<file path="src/rtl/seq_mult_pkg.sv">
// ----------------------------------------------------------------------------
// seq_mult_pkg
// Shared definitions for the sequential shift-add multiplier.
//   state_t    : controller states (IDLE / BUSY / DONE)
//   cnt_width  : width of the iteration counter for an N-bit operand,
//                ceil(log2(N+1)) so the counter can represent 0..N.
// ----------------------------------------------------------------------------
package seq_mult_pkg;

  typedef enum logic [1:0] {
    IDLE = 2'd0,
    BUSY = 2'd1,
    DONE = 2'd2
  } state_t;

  function automatic int cnt_width(input int n);
    return $clog2(n + 1);
  endfunction

endpackage

</file>
<file path="src/rtl/seq_multiplier_if.sv">
// ----------------------------------------------------------------------------
// seq_multiplier_if
// Operand/result handshake bundle for seq_multiplier.
//   in_valid / in_ready   : operand pair handshake (A, B, sgn)
//   out_valid / out_ready : product handshake (Z)
// Modports:
//   master : the producer/consumer around the multiplier
//   slave  : the multiplier itself
// ----------------------------------------------------------------------------
interface seq_multiplier_if #(
  parameter int N = 4
);

  logic           in_valid;
  logic           in_ready;
  logic [N-1:0]   A;
  logic [N-1:0]   B;
  logic           sgn;
  logic           out_valid;
  logic           out_ready;
  logic [2*N-1:0] Z;

  modport master (
    output in_valid, A, B, sgn, out_ready,
    input  in_ready, out_valid, Z
  );

  modport slave (
    input  in_valid, A, B, sgn, out_ready,
    output in_ready, out_valid, Z
  );

endinterface

</file>
<file path="src/rtl/mult_abs_neg.sv">
// ----------------------------------------------------------------------------
// mult_abs_neg
// Combinational conditional two's-complement negate of a W-bit value.
// Used at N bits to take the magnitude of a signed operand (neg = sign bit)
// and at 2N bits to apply the product sign.
//   x   : input value
//   neg : 1 = output -x, 0 = output x
//   y   : result (W bits; -(-2^(W-1)) wraps to 2^(W-1), which is the correct
//         unsigned magnitude)
// ----------------------------------------------------------------------------
module mult_abs_neg #(
  parameter int W = 4
) (
  input  logic [W-1:0] x,
  input  logic         neg,
  output logic [W-1:0] y
);

  assign y = neg ? (~x + W'(1)) : x;

endmodule

</file>
<file path="src/rtl/seq_multiplier.sv">
// ----------------------------------------------------------------------------
// seq_multiplier
// Sequential N x N shift-add multiplier, unsigned or two's-complement.
// An operand pair is accepted in IDLE, N add/shift iterations run in BUSY
// (one per cycle) on operand magnitudes, and the sign-corrected 2N-bit
// product is held in DONE until the consumer takes it.
// Ports:
//   clk   : clock, rising edge
//   rst_n : asynchronous active-low reset
//   bus   : seq_multiplier_if.slave (in_valid/in_ready/A/B/sgn,
//           out_valid/out_ready/Z)
// ----------------------------------------------------------------------------
module seq_multiplier
  import seq_mult_pkg::*;
#(
  parameter int N = 4
) (
  input  logic           clk,
  input  logic           rst_n,
  seq_multiplier_if.slave bus
);

  localparam int CW = cnt_width(N);

  state_t          state;
  state_t          state_nxt;
  logic [CW-1:0]   cnt;
  logic [2*N-1:0]  acc;    // running partial product
  logic [2*N-1:0]  mcand;  // multiplicand magnitude, shifted left each step
  logic [N-1:0]    mplr;   // multiplier magnitude, shifted right each step
  logic            neg;    // product sign captured at accept
  logic [2*N-1:0]  z_q;

  logic            accept;
  logic            last_iter;
  logic [N-1:0]    mag_a;
  logic [N-1:0]    mag_b;
  logic [2*N-1:0]  sum;
  logic [2*N-1:0]  prod;

  assign accept    = (state == IDLE) && bus.in_valid;
  assign last_iter = (cnt == CW'(N - 1));

  // Operand magnitudes: negate only when signed mode and the sign bit is set.
  mult_abs_neg #(.W(N)) u_abs_a (
    .x   (bus.A),
    .neg (bus.sgn & bus.A[N-1]),
    .y   (mag_a)
  );

  mult_abs_neg #(.W(N)) u_abs_b (
    .x   (bus.B),
    .neg (bus.sgn & bus.B[N-1]),
    .y   (mag_b)
  );

  // Partial sum for this iteration; on the last iteration it is the final
  // magnitude, so the sign is applied to it directly and registered into Z.
  assign sum = mplr[0] ? (acc + mcand) : acc;

  mult_abs_neg #(.W(2*N)) u_neg_z (
    .x   (sum),
    .neg (neg),
    .y   (prod)
  );

  // State register and datapath.
  // NOTE: sequential state uses non-blocking assignments so every register
  // samples pre-edge values regardless of statement order.
  always_ff @(posedge clk or negedge rst_n) begin
    if (!rst_n) begin
      state <= IDLE;
      cnt   <= '0;
      acc   <= '0;
      mcand <= '0;
      mplr  <= '0;
      neg   <= 1'b0;
      z_q   <= '0;
    end else begin
      state <= state_nxt;
      case (state)
        IDLE: begin
          if (accept) begin
            acc   <= '0;
            mcand <= {{N{1'b0}}, mag_a};
            mplr  <= mag_b;
            neg   <= bus.sgn & (bus.A[N-1] ^ bus.B[N-1]);
            cnt   <= '0;
          end
        end
        BUSY: begin
          acc   <= sum;
          mcand <= mcand << 1;
          mplr  <= mplr >> 1;
          cnt   <= cnt + CW'(1);
          if (last_iter) z_q <= prod;
        end
        default: ;  // DONE: hold Z until handoff
      endcase
    end
  end

  // Next-state logic.
  // NOTE: state_nxt gets a default before the case so no path leaves it
  // unassigned, which would otherwise infer a latch.
  always_comb begin
    state_nxt = state;
    case (state)
      IDLE:    if (bus.in_valid)  state_nxt = BUSY;
      BUSY:    if (last_iter)     state_nxt = DONE;
      DONE:    if (bus.out_ready) state_nxt = IDLE;
      default:                    state_nxt = IDLE;
    endcase
  end

  // Output decode: purely from registered state.
  always_comb begin
    bus.in_ready  = (state == IDLE);
    bus.out_valid = (state == DONE);
    bus.Z         = z_q;
  end

endmodule
</file>
<file path="src/flat_wrapper.sv">
// flat-port wrapper written by rule: the top's interface ports become plain ports
module seq_multiplier_flat import seq_mult_pkg::*;
#(
  parameter int N = 4
)
  (clk, rst_n, bus_in_valid, bus_A, bus_B, bus_sgn, bus_out_ready, bus_in_ready, bus_out_valid, bus_Z);
  seq_multiplier_if #(.N(N)) bus_i ();
  input  logic clk;
  input  logic rst_n;
  input wire logic [$bits(bus_i.in_valid)-1:0] bus_in_valid;
  input wire logic [$bits(bus_i.A)-1:0] bus_A;
  input wire logic [$bits(bus_i.B)-1:0] bus_B;
  input wire logic [$bits(bus_i.sgn)-1:0] bus_sgn;
  input wire logic [$bits(bus_i.out_ready)-1:0] bus_out_ready;
  output wire logic [$bits(bus_i.in_ready)-1:0] bus_in_ready;
  output wire logic [$bits(bus_i.out_valid)-1:0] bus_out_valid;
  output wire logic [$bits(bus_i.Z)-1:0] bus_Z;
  assign bus_i.in_valid = bus_in_valid;
  assign bus_i.A = bus_A;
  assign bus_i.B = bus_B;
  assign bus_i.sgn = bus_sgn;
  assign bus_i.out_ready = bus_out_ready;
  assign bus_in_ready = bus_i.in_ready;
  assign bus_out_valid = bus_i.out_valid;
  assign bus_Z = bus_i.Z;
  seq_multiplier #(.N(N)) u_core (.clk(clk), .rst_n(rst_n), .bus(bus_i));
endmodule
</file>
<file path="config.mk">
export PLATFORM = sky130hd
export DESIGN_NAME = seq_multiplier_flat
export DESIGN_NICKNAME = d
export VERILOG_FILES = /design/src/rtl/seq_mult_pkg.sv /design/src/rtl/seq_multiplier_if.sv /design/src/rtl/mult_abs_neg.sv /design/src/rtl/seq_multiplier.sv /design/src/flat_wrapper.sv
export SDC_FILE = /design/constraint.sdc
export NUM_CORES = 1
export LEC_CHECK = 0
export CORE_MARGIN = 5
export CORE_UTILIZATION = 56
export DETAILED_ROUTE_END_ITERATION = 8
export PLACE_DENSITY_LB_ADDON = 0.05
export SYNTH_ARGS = -nofsm -noshare
export SYNTH_HDL_FRONTEND = slang
export SYNTH_SLANG_ARGS = --single-unit
</file>
<file path="constraint.sdc">
create_clock -name clk -period 3.1 [get_ports clk]
set_clock_uncertainty 0.05 [all_clocks]
set_input_delay 0.62 -clock clk [delete_from_list [all_inputs] [get_ports clk]]
set_output_delay 0.62 -clock clk [all_outputs]
set_load 0.005 [all_outputs]
</file>
# After elaboration in Yosys (flattened, before gate mapping)
# Index checks and enable logic that the tools add are counted.
[word_totals]
wordCells = 49
ram_bits = 0
mem_count = 0
output_inout_bits = 10
latchBits = 0
register_bits = 34
mem_bits_ro = 0
[classes]
reduce_logical = 7
multipliers = 0
n_lt_le_gt_ge = 0
addsub = 5
eq_ne = 7
mux = 16
n_shift = 0
bitwise = 7
n_div = 0
[op_table]
columns = ["cell", "count"]
rows = [
  ["$mux W8", 4],
  ["$pmux W8 S2", 2],
  ["$mux W4", 3],
  ["$add A4 B1 Y4 const B", 2],
  ["$add A8 B1 Y8 const B", 1],
  ["$add A8 B8 Y8", 1],
  ["$not A4 Y4", 2],
  ["$not A8 Y8", 1],
  ["$pmux W4 S2", 1],
  ["$mux W2", 3],
  ["$pmux W2 S3", 1],
  ["$pmux W3 S2", 1],
  ["$reduce_and A2 Y1", 3],
  ["$ne A2 B1 Y1 const B", 2],
  ["$ne A2 B2 Y1 const B", 2],
  ["$add A3 B1 Y3 const B", 1],
  ["$and A1 B1 Y1", 3],
  ["$eq A3 B2 Y1 const B", 1],
  ["$mux W3", 1],
  ["$reduce_and A3 Y1", 1],
  ["$eq A2 B1 Y1 const B", 1],
  ["$eq A2 B2 Y1 const B", 1],
  ["$logic_not A2 Y1", 1],
  ["$reduce_bool A2 Y1", 1],
  ["other kinds (2)", 2],
]

# Depth between registers and ports, before layout
[logic_depth]
ltp_word = 5
ltp_mapped = 9
mapped_depth_nobuf = 9

# Hierarchy
# Synthesis repeated with hierarchy kept, for this count alone.
[hier_totals]
cells_unflattened = 226
hier_area_um2 = 2154.6
[modules_own_cells]
columns = ["mod", "instances", "cells_each", "area_each_um2", "seq_area_each_um2"]
rows = [
  ["seq_multiplier", 1, 185, 1838.0, 850.8],
  ["mult_abs_neg (u_core.u_neg_z)", 1, 21, 171.4, 0.0],
  ["mult_abs_neg (u_core.u_abs_a ...)", 2, 10, 72.6, 0.0],
]

# Least setup slack after synthesis
# No wires, ideal clock.
[synth_timing]
path_type = "flip-flop to flip-flop"
startpoint = "register u_core.mcand[0]"
endpoint = "register u_core.z_q[7] (netlist: u_core.bus.Z[7])"
slack_ps = 839
stages_incl_launch_ff = 10
t_arrival_ps = 2134
setup_ps = 77
cell_sequence = "dfrtp_1 > ha_1 > fa_1 > a21oi_1 > nor4bb_1 > nor3_4 > nand2_1 > o31a_1 > xor2_1 > o21ai_1"
[synth_between]
elab_chain_cells = 5
[synth_lines]
columns = ["element", "line_no", "rtl"]
rows = [
  ["start, declared", "seq_multiplier.sv:29", "logic [2*N-1:0] mcand;"],
  ["start signal, assigned", "seq_multiplier.sv:85", "mcand <= {{N{1'b0}}, mag_a};"],
  ["start signal, assigned", "seq_multiplier.sv:93", "mcand <= mcand << 1;"],
  ["$add A8 B8 Y8 *", "seq_multiplier.sv:59", "assign sum = mplr[0] ? (acc + mcand) : acc;"],
  ["$mux W8 *", "seq_multiplier.sv:59", ""],
  ["$not A8 Y8", "mult_abs_neg.sv:19", "assign y = neg ? (~x + W'(1)) : x;"],
  ["$add A8 B1 Y8", "mult_abs_neg.sv:19", ""],
  ["$mux W8 *", "mult_abs_neg.sv:19", ""],
  ["end signal, assigned", "seq_multiplier.sv:96", "if (last_iter) z_q <= prod;"],
  ["end, declared", "seq_multiplier.sv:32", "logic [2*N-1:0] z_q;"],
]
# Every way passes the cells marked *; elsewhere a longest branch is shown, timed or not.
# A chain may end at the register's enable or synchronous reset.

# Final worst setup path
[layout_timing]
startpoint = "register u_core.acc[0]"
endpoint = "register u_core.z_q[7] (netlist: u_core.bus.Z[7])"
[layout_between]
elab_chain_cells = 5
[layout_lines]
columns = ["element", "line_no", "rtl"]
rows = [
  ["start, declared", "seq_multiplier.sv:28", "logic [2*N-1:0] acc;"],
  ["start signal, assigned", "seq_multiplier.sv:92", "acc <= sum;"],
  ["$add A8 B8 Y8", "seq_multiplier.sv:59", ""],
  ["$mux W8 *", "seq_multiplier.sv:59", ""],
  ["$not A8 Y8", "mult_abs_neg.sv:19", ""],
  ["$add A8 B1 Y8", "mult_abs_neg.sv:19", ""],
  ["$mux W8 *", "mult_abs_neg.sv:19", ""],
]
# Marked as above.

==> flow_summary_export.csv <==
group,metric,value,unit
placed_design,post_dp_cell_area,2300,µm²
final_layout,area_growth,18.2,%
synthesis,syn_avg_cell_area,9.30,µm²
setup_path,critPathRequiredTime,3.21,ns
timing,period_share,0.790,
setup_path,critical-path-slowest-cell,"fa_1",
synthesis,async_flop_share,1.00,
setup_path,startpoint_type,"register",
final_layout,final_design_area_no_fill,2440,µm²
timing,fin_crit,2.45,ns
clock_network,htreeDepth,2,
final_layout,fin_cells,292,
setup_path,critPathMaxFanout,3,
pwr,powerDensity,1060,nW/µm²
setup_path,path_class,"register to register",
synthesis,yosys_warnings,0,
routing,drtIter0Drc,77,
global_routing,grtUsageTotal,0.186,
global_routing,met1_usage,0.224,
timing,setup_viol,0,
synthesis,yosysSeqAreaShare,0.412,
synthesis,syn_nets,248,
synthesis,synth.top_cell.area_share,0.412,
timing,whs,0.432,ns
timing,rsz0062_at_grt,"false",
clock_network,cts_buffers,5,
setup_path,critPathMaxStageDelay,0.43,ns
final_layout,n_antenna_cell,0,
synthesis,synth-edff-count,0,
setup_path,rr_worst_depth,9,
timing,max_freq,408,MHz
floorplan,start_util,0.573,
final_layout,utilization,0.677,
global_routing,grtUsageMet2,0.318,
synthesis,netlist.top_cell.by_area,"dfrtp_1",
global_routing,use_met3,0.0511,
global_routing,grt-ovfl-total,0,
routing,post-route-drc-count,0,
pwr,p_leak,0.00108,µW
routing,vias,1665,
synthesis,synthCells,222,
synthesis,yosys-top-cells-area,"dfrtp_1 41%, ha_1 7.3%, o21ai_0 7.3%",
global_routing,grt_pass1_vias,1659,
synthesis,synth.most_common_cell,"nand2_1",
routing,ant_nets,0,
clock_network,cts_sinks,34,
synthesis,netlist_top_cells_count,"35 x nand2_1, 34 x dfrtp_1, 30 x o21ai_0",
placed_design,dp_hpwl,3.20,mm
clock_network,ctsResizeCount,0,
final_layout,fin_nets,269,
clock_network,ctsLongestPathBuffers,2,
synthesis,ys_ff_latch,34,
global_routing,grt_pass1_wl,7.46,mm
floorplan,chipWidth,70.7,µm
setup_path,worstPathCellList,"ha_1, fa_1, a211oi_1, nor3_1, nor3_4, nand2_1, o31a_1, xor2_1, o21ai_1",
floorplan,die_area,5000,µm²
routing,wl_per_cell,14.7,µm
setup_path,crit_buf_inv,0,
final_layout,drive_above_1_share,0.0697,
timing,slew_viol_final,0,
worst_hold_path,hold_path_class,"register to register",
clock_network,cts_setup_buffers,0,
pwr,max-vdd-ir-drop,0.659,mV
setup_path,cpLargestDelayFamily,"adder cells",
synthesis,synth_ff_type,"dfrtp_1",
clock_network,hold_buffers,0,
clock_network,clkLatencyLatePin,0.29,ns
global_routing,antenna_found_initial,0,
placed_design,gp_congestion,0.906,
status,outcome,"finished, final reports clean",
clock_network,cts_tree,"done",
placed_design,port_buffers,22,
global_routing,busiest_layer,"met2",
floorplan,ios,23,
placed_design,dp.cells,284,
routing,drt_wl_total,4.29,mm
global_routing,grt_start_max_net_pins,35,
synthesis,synth_cell_types,40,
routing,routed_via_density,5.70,
setup_path,crit_cells,9,
setup_path,crit_arrival,2.56,ns
clock_network,root_buffer,"clkbuf_8",
run,cap_violations,0,
routing,drt_pass1_iterations,4,
worst_hold_path,holdPathStages,2,
floorplan,rows,22,
synthesis,synth_area,2060,µm²
clock_network,path_clk_slew,0.08,ns
timing,slew_headroom,0.359,
timing,tightestPinTransition,0.962,ns
floorplan,design.core.area,3610,µm²
timing,setup_tns,0,ns
timing,hold_viol_final,0,
floorplan,die_y,70.7,µm
setup_path,end_kind,"register",
## layout make-up
| cell class | count | area [µm²] |
|---|---|---|
| clock buffers | 5 | 68.8 |
| flip-flops and latches | 34 | 851 |
| fillers | 292 | 1160 |
| clock inverters | 3 | 68.8 |
| inverters | 8 | 30.0 |
| repair buffers | 24 | 235 |
| multi-input cells | 170 | 1130 |
| well taps | 48 | 60.1 |
## tightest hold or removal path, stage by stage, from the launching register on
cell and delay [ns]:
dfrtp_1 0.34, nand2_1 0.04, o21ai_0 0.06
## where the power goes
group / internal [µW] / total [µW] / leakage (µW) / switching (µW)
clock: 322 / 492 / 0.0000683 / 170
combinational: 565 / 1290 / 0.000575 / 725
sequential: 624 / 796 / 0.000440 / 172
total: 1510 / 2580 / 0.00108 / 1070
## registers in the layout, summed over array words and instances (netlist names)
name and cells:
u_core.mplr 4, u_core.acc 8, u_core.cnt 3, u_core.mcand 8, u_core.bus.Z 8, u_core.state 2
u_core.neg 1
## through the flow
step           worst slack, ns  total power [µW]
3_3_place_gp             0.713              2050
3_5_place_dp             0.659              2090
4_1_cts                  0.643              2590
5_1_grt                  0.434              2800
2_1_floorplan            0.839              1740
6_report                 0.650              2580
## path summary, 6_finish.rpt
check | from | end | slack (ns)
worst max register to register | u_core.acc[0]$_DFFE_PN0P_ | u_core.bus.Z[7]$_DFFE_PN0P_ | 0.65
worst max-delay path | u_core.acc[0]$_DFFE_PN0P_ | u_core.bus.Z[7]$_DFFE_PN0P_ | 0.65
worst min-delay path | u_core.bus.Z[4]$_DFFE_PN0P_ | u_core.bus.Z[4]$_DFFE_PN0P_ | 0.43
worst min register to register | u_core.bus.Z[4]$_DFFE_PN0P_ | u_core.bus.Z[4]$_DFFE_PN0P_ | 0.43
max in group asynchronous | rst_n | u_core.mcand[4]$_DFFE_PN0P_ | 2.00
min in group asynchronous | rst_n | u_core.bus.Z[5]$_DFFE_PN0P_ | 0.69
## metal layers
layer,share of wire,routed length (µm)
met1,0.45,1910
met2,0.49,2120
met3,0.039,166
met4,0.021,90
met5,0,0
## placed cells by master, fill, tap and decap left out, types with 4 or more instances in the layout
master | Yosys | final
xnor2_1 | 8 | 8
o21ai_0 | 30 | 30
clkdlybuf4s50_1 | 0 | 22
nand2_1 | 35 | 35
o21ai_1 | 5 | 5
ha_1 | 12 | 12
inv_1 | 8 | 8
clkbuf_8 | 0 | 5
a22oi_1 | 4 | 4
nand3b_1 | 4 | 4
dfrtp_1 | 34 | 34
nor2_1 | 7 | 7
nand2b_1 | 8 | 8
nand3_1 | 15 | 15
a21oi_1 | 5 | 5
mux2i_1 | 6 | 6
## logic make-up (layout without fill, tap and decap cells)
kind of cell    after synthesis  after routing  synth area share
simple gates                 79             79             0.204
compound gates               61             61             0.181
flops                        34             34             0.412
buf+inv                      18             40            0.0418
fa+ha+maj                    13             13            0.0824
xor+xnor                     11             11            0.0503
mux                           6              6            0.0291
No activity file was read; power rests on OpenSTA's default activity.
